==> config.mk <==
export PLATFORM = sky130hd
export DESIGN_NAME = pattern_playback_sequencer
export DESIGN_NICKNAME = d
export VERILOG_FILES = /design/src/rtl/pattern_playback_sequencer.sv
export SDC_FILE = /design/constraint.sdc
export NUM_CORES = 1
export LEC_CHECK = 0
export BUFFER_PORTS_ARGS = -buffer_cell sky130_fd_sc_hd__buf_2
export CAP_MARGIN = 20
export CORE_ASPECT_RATIO = 1.1
export CORE_MARGIN = 2
export CORE_UTILIZATION = 51
export CTS_CLUSTER_DIAMETER = 150
export DETAILED_ROUTE_END_ITERATION = 8
export GPL_ROUTABILITY_DRIVEN = 0
export GPL_TIMING_DRIVEN = 1
export PLACE_DENSITY_LB_ADDON = 0.08
export SLEW_MARGIN = 10
export SYNTH_ARGS = -nofsm -noshare
export SYNTH_HDL_FRONTEND = slang
export SYNTH_SLANG_ARGS = --single-unit
==> constraint.sdc <==
create_clock -name clk -period 2.4 [get_ports clk]
set_input_delay 0.6 -clock clk [delete_from_list [all_inputs] [get_ports clk]]
set_output_delay 0.6 -clock clk [all_outputs]
set_load 0.03 [all_outputs]
==> src/rtl/pattern_playback_sequencer.sv <==
// ---------------------------------------------------------------------------
// pattern_playback_sequencer
//
// Purpose:
//   Feeds the 00/11 consecutive-bit detector from one of two sources:
//     - live debounced button pulses (manual mode, IDLE only), or
//     - a latched bit sequence of 1..MAX_LEN bits, played LSB first, with one
//       bit issued every STEP_CYCLES clocks.
//   Also counts detector hits since the last accepted start, and reports
//   busy/done for the playback run.
//
// Optional feature (macro SEQ_LOOP_EN):
//   When defined, playback wraps from the last bit back to bit 0 and runs until
//   stop_pulse or reset. The DONE state is never entered and done stays 0.
//   When undefined, a single pass is played and done pulses at the end.
//
// Ports:
//   clk          in   system clock
//   reset        in   synchronous, active-high reset
//   btn0_pulse   in   manual '0' entry (1-cycle pulse)
//   btn2_pulse   in   manual '1' entry (1-cycle pulse)
//   start_pulse  in   begin playback (1-cycle pulse)
//   stop_pulse   in   abort playback (1-cycle pulse)
//   seq_data     in   sequence bits, bit 0 played first
//   seq_len      in   number of bits to play, 1..MAX_LEN
//   det_00       in   detector 00 hit pulse
//   det_11       in   detector 11 hit pulse
//   bit0_pulse   out  '0' entry to the detector
//   bit1_pulse   out  '1' entry to the detector
//   busy         out  playback in progress
//   done         out  1-cycle pulse when a run completes normally
//   bit_index    out  index of the bit currently or last issued
//   cnt_00       out  saturating count of 00 hits since last accepted start
//   cnt_11       out  saturating count of 11 hits since last accepted start
// ---------------------------------------------------------------------------
module pattern_playback_sequencer #(
    parameter int MAX_LEN     = 16,
    parameter int LEN_W       = 5,
    parameter int STEP_CYCLES = 50_000_000,
    parameter int CNT_W       = 8
) (
    input  logic               clk,
    input  logic               reset,
    input  logic               btn0_pulse,
    input  logic               btn2_pulse,
    input  logic               start_pulse,
    input  logic               stop_pulse,
    input  logic [MAX_LEN-1:0] seq_data,
    input  logic [LEN_W-1:0]   seq_len,
    input  logic               det_00,
    input  logic               det_11,
    output logic               bit0_pulse,
    output logic               bit1_pulse,
    output logic               busy,
    output logic               done,
    output logic [LEN_W-1:0]   bit_index,
    output logic [CNT_W-1:0]   cnt_00,
    output logic [CNT_W-1:0]   cnt_11
);

    // Timer counts 0..STEP_CYCLES-2 inside WAIT.
    localparam int TMR_W = (STEP_CYCLES > 2) ? $clog2(STEP_CYCLES) : 1;

    typedef enum logic [1:0] {
        S_IDLE  = 2'd0,
        S_ISSUE = 2'd1,
        S_WAIT  = 2'd2,
        S_DONE  = 2'd3
    } state_t;

    state_t             state_q;
    logic [MAX_LEN-1:0] seq_q;
    logic [LEN_W-1:0]   len_q;
    logic [LEN_W-1:0]   idx_q;
    logic [TMR_W-1:0]   tmr_q;
    logic               b0_q;
    logic               b1_q;
    logic               busy_q;
    logic               done_q;
    logic [CNT_W-1:0]   c00_q;
    logic [CNT_W-1:0]   c11_q;
    logic [CNT_W-1:0]   c00_d;
    logic [CNT_W-1:0]   c11_d;

    logic               len_ok;
    logic               start_ok;
    logic               last_bit;
    logic               step_end;
    logic [LEN_W-1:0]   idx_inc;
    logic               next_bit;

    assign len_ok   = (seq_len != '0) && (seq_len <= LEN_W'(MAX_LEN));
    assign start_ok = (state_q == S_IDLE) && start_pulse && len_ok;
    assign last_bit = (idx_q == (len_q - LEN_W'(1)));
    assign step_end = (tmr_q == TMR_W'(STEP_CYCLES - 2));
    assign idx_inc  = idx_q + LEN_W'(1);

    // Bit to issue on the next step; explicit mux keeps the index width
    // independent of the sequence width.
    always_comb begin
        next_bit = 1'b0;
        for (int i = 0; i < MAX_LEN; i++) begin
            if (idx_inc == LEN_W'(i)) begin
                next_bit = seq_q[i];
            end
        end
    end

    // Hit counters: an accepted start clears them and swallows a same-cycle hit.
    always_comb begin
        c00_d = c00_q;
        c11_d = c11_q;
        if (start_ok) begin
            c00_d = '0;
            c11_d = '0;
        end else begin
            if (det_00 && (c00_q != '1)) c00_d = c00_q + CNT_W'(1);
            if (det_11 && (c11_q != '1)) c11_d = c11_q + CNT_W'(1);
        end
    end

    always_ff @(posedge clk) begin
        if (reset) begin
            c00_q <= '0;
            c11_q <= '0;
        end else begin
            c00_q <= c00_d;
            c11_q <= c11_d;
        end
    end

    // Control FSM; every output is a register updated here.
    always_ff @(posedge clk) begin
        if (reset) begin
            state_q <= S_IDLE;
            seq_q   <= '0;
            len_q   <= '0;
            idx_q   <= '0;
            tmr_q   <= '0;
            b0_q    <= 1'b0;
            b1_q    <= 1'b0;
            busy_q  <= 1'b0;
            done_q  <= 1'b0;
        end else begin
            // Pulses default low every cycle.
            b0_q   <= 1'b0;
            b1_q   <= 1'b0;
            done_q <= 1'b0;
            case (state_q)
                S_IDLE: begin
                    if (start_ok) begin
                        seq_q   <= seq_data;
                        len_q   <= seq_len;
                        idx_q   <= '0;
                        b0_q    <= ~seq_data[0];
                        b1_q    <= seq_data[0];
                        busy_q  <= 1'b1;
                        state_q <= S_ISSUE;
                    end else if (btn0_pulse ^ btn2_pulse) begin
                        // Simultaneous buttons are ambiguous and dropped.
                        b0_q <= btn0_pulse;
                        b1_q <= btn2_pulse;
                    end
                end
                S_ISSUE: begin
                    if (stop_pulse) begin
                        busy_q  <= 1'b0;
                        state_q <= S_IDLE;
                    end else begin
                        tmr_q   <= '0;
                        state_q <= S_WAIT;
                    end
                end
                S_WAIT: begin
                    if (stop_pulse) begin
                        busy_q  <= 1'b0;
                        state_q <= S_IDLE;
                    end else if (step_end) begin
                        if (last_bit) begin
`ifdef SEQ_LOOP_EN
                            idx_q   <= '0;
                            b0_q    <= ~seq_q[0];
                            b1_q    <= seq_q[0];
                            state_q <= S_ISSUE;
`else
                            done_q  <= 1'b1;
                            busy_q  <= 1'b0;
                            state_q <= S_DONE;
`endif
                        end else begin
                            idx_q   <= idx_inc;
                            b0_q    <= ~next_bit;
                            b1_q    <= next_bit;
                            state_q <= S_ISSUE;
                        end
                    end else begin
                        tmr_q <= tmr_q + TMR_W'(1);
                    end
                end
                S_DONE: begin
                    state_q <= S_IDLE;
                end
                default: begin
                    busy_q  <= 1'b0;
                    state_q <= S_IDLE;
                end
            endcase
        end
    end

    assign bit0_pulse = b0_q;
    assign bit1_pulse = b1_q;
    assign busy       = busy_q;
    assign done       = done_q;
    assign bit_index  = idx_q;
    assign cnt_00     = c00_q;
    assign cnt_11     = c11_q;

endmodule

Word level (Yosys, flattened, before mapping)
Index checks and enable logic that the tools add are counted.

operators by class
  add/sub/neg operators = 5
  order comparisons = 1
  equal/unequal tests = 31
  mux-type cells = 50
  bitwise gates (word level) = 5
  reductions and logical operators = 18

operator list
  kind                                                              number
  26-bit two-way mux                                                3
  26-bit one-hot mux with 2 select lines                            1
  5-bit by 4-bit == test with 1-bit output (second input constant)  8
  1-bit two-way mux                                                 32
  26-bit by 1-bit adder with 26-bit output (second input constant)  1
  26-bit == test (second input constant)                            1
  5-bit by 3-bit == test with 1-bit output (second input constant)  4
  5-bit two-way mux                                                 4
  8-bit by 1-bit adder with 8-bit output (second input constant)    2
  8-bit != test (second input constant)                             2
  2-bit != test (second input constant)                             7
  5-bit by 2-bit == test with 1-bit output (second input constant)  2
  2-bit two-way mux                                                 5
  5-bit one-hot mux with 2 select lines                             1
  5-bit AND reduction                                               2
  2-bit one-hot mux with 4 select lines                             1
  3-bit != test (second input constant)                             2
  5-bit by 1-bit adder with 5-bit output (second input constant)    1
  5-bit by 1-bit == test with 1-bit output (second input constant)  1
  5-bit == test                                                     1
  5-bit <= comparator (second input constant)                       1
  1-bit logical AND                                                 5
  5-bit zero test                                                   1
  5-bit nonzero test                                                1
  other kinds (14)                                                  21

storage, ports and cells
  flip-flop bits (word level) = 74
  input port bits = 29
  output and inout bits = 25
  word-level logic and storage cells = 121

Longest topological paths before layout
  depth after elaboration = 23
  gate-level depth with buffers = 8
  depth with buffers taken out = 8

Least setup slack after synthesis
OpenSTA, ideal clock, no wires.

  path kind = register -> register
  from = reg idx_q[0] (netlist: bit_index[0])
  to = reg b1_q (netlist: bit1_pulse)
  library setup time = 91 ps
  arrival = 2,308 ps
  required time = 2,309 ps
  setup slack = 1 ps
  cell stages (with the launch flop) = 9
  path buffers = 0
  clock period less this slack = 2,399 ps
  cell sequence = dfxtp_1 inv_1 ha_1 nor2b_1 a221oi_1 a221oi_1 o32ai_1 or3_1 a311oi_1

on the way
  cells in the longest elaborated chain, start to end = 22
  elaborated cells between the ends (all ways) = 38
  those cells by class = add/sub: 1; eq/ne: 16; mux: 20; reduce/logical: 1

ends and longest elaborated chain
  what                                     line  source
  start, declared                          74    logic [LEN_W-1:0] idx_q;
  start signal, assigned                   191   idx_q <= idx_inc;
  5-bit by 1-bit adder with 5-bit output   96    assign idx_inc = idx_q + LEN_W'(1);
  5-bit zero test                          103   if (idx_inc == LEN_W'(i)) begin
  1-bit two-way mux (16 in a row)          103
  1-bit two-way mux *                      179   if (last_bit) begin
  1-bit two-way mux *                      178   end else if (step_end) begin
  1-bit two-way mux *                      175   if (stop_pulse) begin
  1-bit one-hot mux with 2 select lines *  149   case (state_q)
  end signal, assigned                     156   b1_q <= seq_data[0];
  end signal, assigned                     162   b1_q <= btn2_pulse;
  end signal, assigned                     193   b1_q <= next_bit;
  end, declared                            77    logic b1_q;

Every way passes the cells marked *; elsewhere a longest branch is shown, timed or not.
A chain may end at the register's enable or synchronous reset.

Worst setup path in the final report
  from = reg len_q[1]
  to = reg b1_q (netlist: bit1_pulse)

on the way
  cells in the longest elaborated chain, start to end = 6

ends and longest elaborated chain
  what                                         line  source
  start, declared                              73    logic [LEN_W-1:0] len_q;
  start signal, assigned                       153   len_q <= seq_len;
  5-bit by 1-bit subtractor with 5-bit output  94    assign last_bit = (idx_q == (len_q - LEN_W'(1)));
  5-bit == test                                94
  1-bit two-way mux                            179
  1-bit two-way mux                            178
  1-bit two-way mux                            175
  1-bit one-hot mux with 2 select lines        149

Every way passes these cells.

==> impl_metrics.toml <==
[timing]
tightest_slew_ns = 0.492
max_slew_margin_pct = 67.2
post-route-period-util_pct = 94.8
fmax_mhz = 440
period_minus_slack_ns = 2.27
fin_skew_ns = 0.00765
fin_hold_ws_ns = 0.479
finalWorstSetupSlack_ns = 0.125
setup_viol = 0
finalHoldViolations = 0
slew_violations = 0
rsz0062_at_grt = "false"

[setup_path]
critical-path-slowest-cell = "or4_4"
cp.required_ns = 2.66
worstPathCellList = "inv_1 -> ha_1 -> nor4bb_1 -> o211ai_1 -> a211oi_2 -> or4_4 -> or3_1 -> a311oi_2"
path_class = "flop to flop"
cp.arrival_ns = 2.54
slowest_delay_ns = 0.52
crit_path_end_kind = "flop"
cp-start-kind = "flop"
cp_max_fo = 5

[finish]
design_area_um2 = 4430
multiInputGateArea_um2 = 2110
fillers = 610
areaGrowthSynthToFinish_pct = 20.7
nNetsFinal = 521
regArea_um2 = 1480
antenna_cells = 0
drive_gt1_share_pct = 23.8
fin_cells = 568

[yosys]
synth_top_area_share_pct = 40.4
syn_area_um2 = 3670
synth_fp_nets = 446
synth-async-reset-ratio_pct = 0
synthTopCellsByArea = "dfxtp_1 40%, nor2_1 7.3%, xor2_1 6.9%"
syn_inst = 403
synth_area_per_cell_um2 = 9.11
yosysSeqAreaShare_pct = 40.4
yosysWarningCount = 0
synth_ff_type = "dfxtp_1"
synth_edf_count = 0
ys_types = 58
yosysTopAreaCell = "dfxtp_1"
ys_ff_latch = 74

[route]
wl_per_cell_um = 13.3
dr_wl_met2_um = 3290
drtIter0Drc = 136
dr.max_layer_used = "met4"
vias = 3020
ant_nets = 0
routed-wl-met3_um = 249
vias_per_cell = 5.32
met1_length_um = 3920
drt_wl_total_um = 7560
dr.pass1.iters = 4
drc = 0

[floorplanning]
die_w_um = 84.9
boundaryPins = 54
dieArea_um2 = 7890
chipHeight_um = 93.0
start_util_pct = 52.4
rows = 32
coreArea_um2 = 7010

[pwr]
p_leak_uw = 0.00188
irDropWorstVdd_mv = 0.409
power_frac_seq_pct = 44.9
sw_frac_of_total_pct = 26.2
pwr-share-comb_pct = 15.0
power.internal_uw = 2160
pwr_density_cell_nw_per_um2 = 659
p_switching_uw = 764
clkPwrFrac_pct = 40.1

[grt]
overflow = 0
grt_pass1_wl_um = 13000
grt_max_degree = 26
grt_pass1_vias = 2942
gr-usage-all-layers_pct = 20.2
antenna_found_initial = 0

[clock_network]
clockRootBuffer = "clkbuf_8"
cts_sinks = 74
postCtsSetupBuffers = 0
worstSkewPairLatency_ns = 0.35
htree_num_levels = 3
ctsLongestPathBuffers = 2
ctsHoldBuffers = 0
clk_pin_slew_ns = 0.08
cts_buffers = 9
ctsResizeCount = 0
cts_tree = "yes"

[placement]
pre_cts_slack_ns = -0.116
place_inst = 552
port_buffers = 53
placed_cell_area_um2 = 4160
dp_hpwl_um = 5490

[outcome]
status = "complete, no violations"

[worst_hold_path]
hp-class = "flop to flop"

[job]
drv_cap = 0
power groups by stage:
stage	logic, uW	registers (uW)	clock network, uW
2_1_floorplan	266	1370	0
3_3_place_gp	427	1340	0
3_5_place_dp	432	1340	0
4_1_cts	433	1310	1190
5_1_grt	485	1320	1250
6_report	438	1310	1170
worst paths after layout:
check	end	slack (ns)	from	depth (start not counted)
max	bit1_pulse	0.13	len_q[1]	8
min	seq_q[0]	0.48	seq_q[0]	2
max reg2reg	bit1_pulse	0.13	len_q[1]	8
min reg2reg	seq_q[0]	0.48	seq_q[0]	2
metal layers:
metal  global-route usage, %  vias up
met4                    6.75        0
met1                    26.8     1396
li1                        -     1567
met5                       0        -
met3                    4.85        9
met2                    32.2       48
synthesized netlist by cell type, types with 4 or more instances:
| cell type | instances |
|---|---|
| nand2_1 | 23 |
| o21ai_0 | 6 |
| xnor2_1 | 15 |
| nand2b_1 | 5 |
| ha_1 | 14 |
| nand3_1 | 19 |
| or4_1 | 4 |
| nand4_1 | 12 |
| nor2_1 | 71 |
| clkbuf_1 | 10 |
| a21oi_1 | 9 |
| nor4_1 | 5 |
| nor3_1 | 5 |
| mux2i_1 | 23 |
| xor2_1 | 29 |
| a211oi_1 | 5 |
| inv_1 | 12 |
| dfxtp_1 | 74 |
placed cells by master (no fill, tap or decap), drive strengths merged, types with 4 or more instances in the layout:
cell type	count
buf	77
dfxtp	74
nor2	71
xor2	30
nand2	24
mux2i	23
nand3	19
xnor2	15
ha	14
inv	12
nand4	12
a21oi	9
clkbuf	9
o21ai	9
nor4	5
nor3	5
nand2b	5
a211oi	5
and3	5
or4	4
and4	4
clkinv	4
metrics by stage:
step | total power (uW) | utilization, % | TNS (ns)
finish | 2920 | 63.2 | 0
global route | 3050 | 63.2 | 0
CTS | 2940 | 62.9 | 0
detailed placement | 1770 | 59.4 | -0.270
global placement | 1760 | 59.4 | -0.122
floorplan | 1630 | - | 0
cells by family (layout without fill, tap and decap cells):
| logic type | count (synthesis) | after routing | synth area share [%] |
|---|---|---|---|
| compound gates | 51 | 51 | 9.92 |
| fa+ha+maj | 14 | 14 | 4.77 |
| flops | 74 | 74 | 40.4 |
| simple gates | 169 | 169 | 23.7 |
| xor+xnor | 45 | 45 | 11.2 |
| buf+inv | 25 | 105 | 2.83 |
| mux | 25 | 25 | 7.19 |
flip-flops by register name (all words and copies together), names as in the netlist:
signal / cells
tmr_q: 26
seq_q: 16
cnt_00: 8
cnt_11: 8
bit_index: 5
len_q: 5
state_q: 2
bit0_pulse: 1
bit1_pulse: 1
busy: 1
done: 1
critical path, delay by kind of cell (launching register included):
family | cells | cell delay, ns
fa+ha+maj | 1 | 0.22
buf+inv | 1 | 0.05
flops | 1 | 0.36
compound gates | 3 | 0.55
simple gates | 3 | 1.01
final cells by class:
type | instances | area share [%]
Sequential cell | 74 | 33.5
Tap cell | 85 | 2.40
Timing Repair Buffer | 77 | 10.1
Inverter | 12 | 1.02
Clock inverter | 7 | 2.65
Clock buffer | 9 | 2.80
Multi-Input combinational cell | 304 | 47.6
No activity file was read; power rests on OpenSTA's default activity.
